==> src/rtl/unidade_de_busca.sv <==
`default_nettype none
// +----------------------------------------------------------------------------+
// | unidade_de_busca                                                           |
// | Instruction fetch unit: OCIOSO/BUSCA/EXECUTA FSM, PC and next-PC selection. |
// | Rev 1.0                                                                    |
// +----------------------------------------------------------------------------+
module unidade_de_busca #(
  parameter int                 LARGURA    = 32,
  parameter logic [LARGURA-1:0] PC_INICIAL = '0
) (
  input  logic               clock,
  input  logic               reset_n,
  input  logic               habilita,
  input  logic               parar,
  output logic               mem_req,
  output logic [LARGURA-1:0] mem_addr,
  input  logic               mem_ack,
  input  logic [LARGURA-1:0] mem_rdata,
  output logic [LARGURA-1:0] instrucao,
  output logic [5:0]         opcode,
  output logic               instr_valid,
  input  logic               jump,
  input  logic               branch,
  input  logic               zero,
  output logic [LARGURA-1:0] pc,
  output logic [1:0]         estado
);

  localparam logic [1:0] c_OCIOSO  = 2'b00;
  localparam logic [1:0] c_BUSCA   = 2'b01;
  localparam logic [1:0] c_EXECUTA = 2'b10;

  localparam logic [5:0] c_OP_BEQ = 6'b000100;
  localparam logic [5:0] c_OP_BNE = 6'b000110;

  logic [1:0]         r_estado;
  logic [LARGURA-1:0] r_pc;
  logic [LARGURA-1:0] r_instrucao;

  logic [LARGURA-1:0] w_pc_mais4;
  logic [LARGURA-1:0] w_imm_ext;
  logic [LARGURA-1:0] w_alvo_desvio;
  logic [LARGURA-1:0] w_alvo_salto;
  logic [LARGURA-1:0] w_prox_pc;
  logic               w_desvio_tomado;

  assign w_pc_mais4    = r_pc + {{(LARGURA-3){1'b0}}, 3'd4};
  assign w_imm_ext     = {{(LARGURA-18){r_instrucao[15]}}, r_instrucao[15:0], 2'b00};
  assign w_alvo_desvio = w_pc_mais4 + w_imm_ext;
  assign w_alvo_salto  = {w_pc_mais4[LARGURA-1:28], r_instrucao[25:0], 2'b00};

  // Only beq/bne are conditional branches; branch on any other opcode falls through.
  always_comb begin
    w_desvio_tomado = 1'b0;
    if (branch) begin
      case (r_instrucao[31:26])
        c_OP_BEQ: w_desvio_tomado = zero;
        c_OP_BNE: w_desvio_tomado = ~zero;
        default:  w_desvio_tomado = 1'b0;
      endcase
    end
  end

  always_comb begin
    w_prox_pc = w_pc_mais4;
    if (jump) begin
      w_prox_pc = w_alvo_salto;
    end else if (w_desvio_tomado) begin
      w_prox_pc = w_alvo_desvio;
    end
  end

  always_ff @(posedge clock or negedge reset_n) begin
    if (!reset_n) begin
      r_estado    <= c_OCIOSO;
      r_pc        <= PC_INICIAL;
      r_instrucao <= '0;
    end else begin
      case (r_estado)
        c_OCIOSO: begin
          if (habilita) begin
            r_estado <= c_BUSCA;
          end
        end
        c_BUSCA: begin
          if (mem_ack) begin
            r_instrucao <= mem_rdata;
            r_estado    <= c_EXECUTA;
          end
        end
        c_EXECUTA: begin
          if (!parar) begin
            r_pc     <= w_prox_pc;
            r_estado <= c_BUSCA;
          end
        end
        default: r_estado <= c_OCIOSO;
      endcase
    end
  end

  // Decoded straight from the state register so reset drops them without a clock.
  assign mem_req     = (r_estado == c_BUSCA);
  assign instr_valid = (r_estado == c_EXECUTA);
  assign mem_addr    = r_pc;
  assign pc          = r_pc;
  assign instrucao   = r_instrucao;
  assign opcode      = r_instrucao[31:26];
  assign estado      = r_estado;

endmodule
`default_nettype wire

==> config.mk <==
export PLATFORM = sky130hd
export DESIGN_NAME = unidade_de_busca
export DESIGN_NICKNAME = d
export VERILOG_FILES = /design/src/rtl/unidade_de_busca.sv
export SDC_FILE = /design/constraint.sdc
export NUM_CORES = 1
export LEC_CHECK = 0
export CORE_UTILIZATION = 45
export DETAILED_ROUTE_END_ITERATION = 8
export GPL_ROUTABILITY_DRIVEN = 0
export HOLD_SLACK_MARGIN = 0.06
export MAX_ROUTING_LAYER = met4
export PLACE_DENSITY = 0.85
export SYNTH_ARGS = -nofsm -noshare
export SYNTH_HDL_FRONTEND = slang
export SYNTH_SLANG_ARGS = --single-unit
==> constraint.sdc <==
create_clock -name clock -period 5.03 [get_ports clock]
set_clock_uncertainty 0.15 [all_clocks]
set_input_delay 0.7545 -clock clock [delete_from_list [all_inputs] [get_ports clock]]
set_output_delay 0.7545 -clock clock [all_outputs]
set_load 0.1 [all_outputs]
Word level (Yosys, flattened, before mapping)

Cells that the tools add are included.

$add $sub $neg: 2
$mul: 0
Divide/modulo/power cells: 0
Order comparisons: 0
Eq/ne operators: 7
Shift-type cells: 0
Mux-type cells: 8
Bitwise logic cells: 2
Reductions and logical operators: 4

Operators with widths:

| kind                  | number |
|---|---|
| $mux 32               | 2 |
| $add 32x3->32 const B | 1 |
| $add 32x32->32        | 1 |
| $eq 6x3->1 const B    | 2 |
| $mux 2                | 3 |
| $pmux 2 s3            | 1 |
| $ne 2x2->1 const B    | 2 |
| $reduce_and 2->1      | 2 |
| $reduce_and 3->1      | 1 |
| $eq 2x1->1 const B    | 1 |
| $eq 2x2->1 const B    | 1 |
| $logic_not 2->1       | 1 |
| $ne 2x1->1 const B    | 1 |
| $not 1->1             | 2 |
| $pmux 1 s2            | 1 |
| $mux 1                | 1 |

Bits in registers: 66
Latch bits: 0
RAM bits: 0
Memory bits (read-only): 0
Input bits: 40
Output and inout bits: 106
Memories kept: 0

Depth between registers and ports, before layout

Depth after elaboration: 5
Mapped depth: 17

Worst setup path after synthesis

No wires, ideal clock.

Path kind: register -> register
Start: register r_pc[4], in the netlist mem_addr[4]
End: register r_pc[30], in the netlist mem_addr[30]
Library setup time: 0.130 ns
Data arrival time: 4.045 ns
Required time: 4.750 ns
Setup slack: 0.705 ns
Cell stages (with the launch flop): 17
Cells stage by stage: dfrtp_1 > and4_1 > and3_1 > buf_4 > nand4_1 > xnor2_1 > ha_1 > clkbuf_1 > a21o_1 > a21o_1 > a21oi_1 > o31a_2 > o211ai_2 > a221o_2 > a221oi_2 > xor2_1 > a21oi_1

Longest elaborated chain between the ends: 4

RTL lines:

| element                  | RTL line | text |
|---|---|---|
| start: declaration       | 37       | `logic [LARGURA-1:0] r_pc;` |
| start signal: assignment | 93       | `r_pc <= w_prox_pc;` |
| $add 32x3->32 *          | 47       | `assign w_pc_mais4 = r_pc + {{(LARGURA-3){1'b0}}, 3'd4};` |
| $add 32x32->32           | 49       | `assign w_alvo_desvio = w_pc_mais4 + w_imm_ext;` |
| $mux 32                  | 68       | `end else if (w_desvio_tomado) begin` |
| $mux 32 *                | 66       | `if (jump) begin` |

Mark *: on every way between the ends. The rest lies on a longest branch, timed or not.
A chain may end at the register's enable or synchronous reset.

Final worst setup path

Start: register r_pc[4], in the netlist mem_addr[4]
End: register r_pc[19], in the netlist mem_addr[19]

Longest elaborated chain between the ends: 4

RTL lines:

| element         | RTL line |
|---|---|
| $add 32x3->32 * | 47 |
| $add 32x32->32  | 49 |
| $mux 32 *       | 68 |
| $mux 32 *       | 66 |

Marked as above.

==> key figures <==
Outcome
  • Result of the run: completed

Timing
  • Final min period: 4083 ps
  • Slew margin rel.: 31.91%
  • Setup Viol. Count Final: 0
  • Achievable clock frequency: ~0.24 GHz
  • Pins over their slew limit: 0
  • Unrepaired setup endpoints after global routing: false
  • Summed negative setup slack over all endpoints: 0 ps
  • Hold Violations, Final: 0
  • Final Cycle Share: between 80% and 90%
  • Measured slew at the worst slew-check pin: 1018 ps

Floorplanning
  • Die W: 113.6 um
  • Die area: ~13000 um^2
  • Top Ports: roughly 150
  • Die outline height: 113.6 um
  • Initial core utilization: 46.47%
  • Site row count: 40
  • Placeable core region: 12060 um^2

Clock tree
  • Library cell used as clock root buffer: clkbuf_16
  • Register clock-pin slew on the reported worst setup and hold paths: 60 ps
  • TritonCTS clock tree: done
  • Number of H-tree levels: 3
  • Cts-stage hold buffer count: 0
  • Bufs on Longest Clock Path: 2
  • Clock insertion delay at the later pin of the skew report: about 340 ps
  • Quantity of gates resized following cts: 0
  • Post-CTS setup buffer count: 0
  • Number of clock sinks: 64
  • TritonCTS Buffers: 9

Critical path
  • Crit path to: mem_addr[19]
  • Highest-delay cell along the critical path: dfrtp_1
  • Crit path top cell by count: nand3_1
  • Arrival time at the worst endpoint: 4180 ps
  • WP data required: a little over 5000 ps
  • CP endpoint kind: flop
  • Endpoint of the most critical register-to-register path: mem_addr[19]
  • Worst setup SP type: flop
  • Worst Setup SP: mem_addr[4]
  • Cells along the critical path: and4_1 > and3_1 > nand4_1 > xnor2_1 > ha_1 > nand3_1 > nor2_1 > o2111ai_1 > nand3_1 > a31oi_1 > xor2_1 > a211oi_1 > a21oi_1 > o21ai_0
  • Reg2reg path depth: 14
  • Critical R2R Launch: mem_addr[4]
  • Worst reg2reg setup slack: around 950 ps
  • CP max FO: 8
  • Delay contributed by the slowest stage of the critical path: slightly below 500 ps
  • Crit Path Class: reg2reg

GRT
  • Global-route wire length before repair: 26.70 mm
  • Global-route congestion overflow total: 0
  • Pin count of the biggest net entering global routing: 65
  • Vias in the first global route: 5426
  • GRT Total Usage: 26.78%
  • Number of antenna violations at the first check in global routing: 0

Min path
  • Worst Hold Class: reg2reg

Place
  • Placed wire-length estimate: between 10 and 15 mm
  • Count of input and output buffers: 141

Synth
  • Syn. warnings: 0
  • Post-synth ARST share: 100.0%
  • Number of enable-type register cells in the synthesized netlist: 0
  • Sequential share of the synthesized area: 28.57%
  • Most used flip-flop cell after synthesis: dfrtp_1
  • Mean Syn Cell Area: 8.772 um^2
  • Yosys cell types: 65
  • Number of flip-flops and latches in the synthesized netlist: 64
  • Count of mapped cells out of synthesis: 639
  • Post-synth design cell area: 5605 um^2

Layout
  • Most frequent cells in the layout: clkdlybuf4s50_1, dfrtp_1, nand2_1
  • Most frequent standard cell in the layout excluding fill and tap cells: clkdlybuf4s50_1
  • Number of filler instances in the final layout: 994
  • Share of layout cells above drive strength 1: roughly a tenth
  • Antenna fix cells: 0
  • Layout overhead on the synthesized area: 27.54%
  • Final-stage net count: 804

Routing
  • # DRC: 0
  • Number of vias in the routed layout: 5369
  • First-pass detailed-route iteration total: 5
  • Post-detailed-route count of antenna-violating nets: 0
  • Total detailed-routing wirelength: about 16 mm
  • Mean number of vias per cell: roughly 6
  • Average wire per cell in the routed design: 18.18 um
  • Starting DRC count in detailed routing: 402

Job
  • Maximum Capacitance Violations: 0
==> flip-flops by register name (all words and copies together), names as in the netlist <==
signal     flops
mem_addr      30
instrucao     32
estado         2
==> per-layer routing <==
layer | global-route usage (%) | up-vias | share of wire, %
li1 | - | 2455 | -
met1 | 30.47 | 2618 | 39
met2 | 44.76 | 233 | 50
met3 | 5.632 | 63 | 7.1
met4 | 13.33 | 0 | 3.7
met5 | - | - | 0
==> stage by stage <==
step | instances | util (%) | setup WS [ps] | hold slack (ps) | area [um^2]
floorplan | 642 | - | 705.1 | 308.9 | 5617
global placement | 883 | 56.78 | 1171 | 347.3 | 6849
detailed placement | 883 | 56.78 | 1067 | 357.2 | 6849
CTS | 899 | 59.27 | 1038 | 367.7 | 7149
global route | 899 | 59.27 | 606.8 | 392.4 | 7149
finish | 899 | 59.27 | 946.8 | 365.6 | 7149
==> worst min-delay path by stage <==
| stage | startpoint | depth (start not counted) | endpoint | slack, ps |
|---|---|---|---|---|
| after global placement | estado[1] | 1 | estado[0] | 350 |
| after floorplan | reset_n | 0 | estado[0] | 310 |
| after global routing | estado[1] | 1 | estado[0] | 390 |
| after detailed placement | estado[1] | 1 | estado[0] | 360 |
| final | estado[1] | 1 | estado[0] | 370 |
| after CTS | estado[1] | 1 | estado[0] | 370 |
==> critical path: cells and delay by family, from the launching register on <==
kind            cells  cell delay, ps
xor+xnor            2             360
fa+ha+maj           1             430
simple gates        6            1430
compound gates      5            1120
flops               1             490
==> layout make-up <==
type                            instances  area, um^2  area share, %
Inverter                                9       33.78         0.4725
Tap cell                              168       210.2          2.940
Sequential cell                        64        1602          22.40
Multi-Input combinational cell        495        3552          49.69
Timing Repair Buffer                  147        1451          20.30
Clock inverter                          3       40.04         0.5600
Clock buffer                           13       260.3          3.640
==> cell families after synthesis <==
logic type / synth area share [%]
AOI/OAI and AO/OA: 20.02
xor gates and xnor gates: 7.969
adders and majority gates: 8.616
buffers and inverters: 8.304
DFF: 28.57
muxes: 8.817
other: 0.06690
and+or+nand+nor: 17.63
==> synth_stat cells (all sizes together) (3+ instances only) <==
cell type | instances | area share [%]
o211ai | 3 | 0.49
xor2 | 23 | 3.6
nor4 | 3 | 0.60
inv | 9 | 0.60
nor2 | 40 | 2.7
o22ai | 4 | 0.45
dfrtp | 64 | 29
nand2 | 58 | 3.9
mux2i | 10 | 1.8
a211oi | 17 | 2.5
and4 | 9 | 1.6
nand4 | 9 | 1.0
nand3 | 28 | 2.7
a211o | 3 | 0.47
xnor2 | 28 | 4.4
o31ai | 8 | 1.1
o41a | 5 | 1.0
nor2b | 13 | 1.5
a31oi | 6 | 0.67
o21ai | 35 | 3.2
o31a | 3 | 0.49
a21o | 19 | 2.6
buf | 48 | 6.0
ha | 37 | 8.3
nand2b | 4 | 0.45
o21a | 6 | 0.80
and3 | 9 | 1.0
and2 | 5 | 0.60
a21oi | 39 | 3.5
mux2 | 35 | 7.0
nor3 | 8 | 0.71
clkbuf | 26 | 1.7
Power is left out: the tool's default activity adds up to more than one toggle a clock period on the data nets, which glitch-free logic cannot reach.
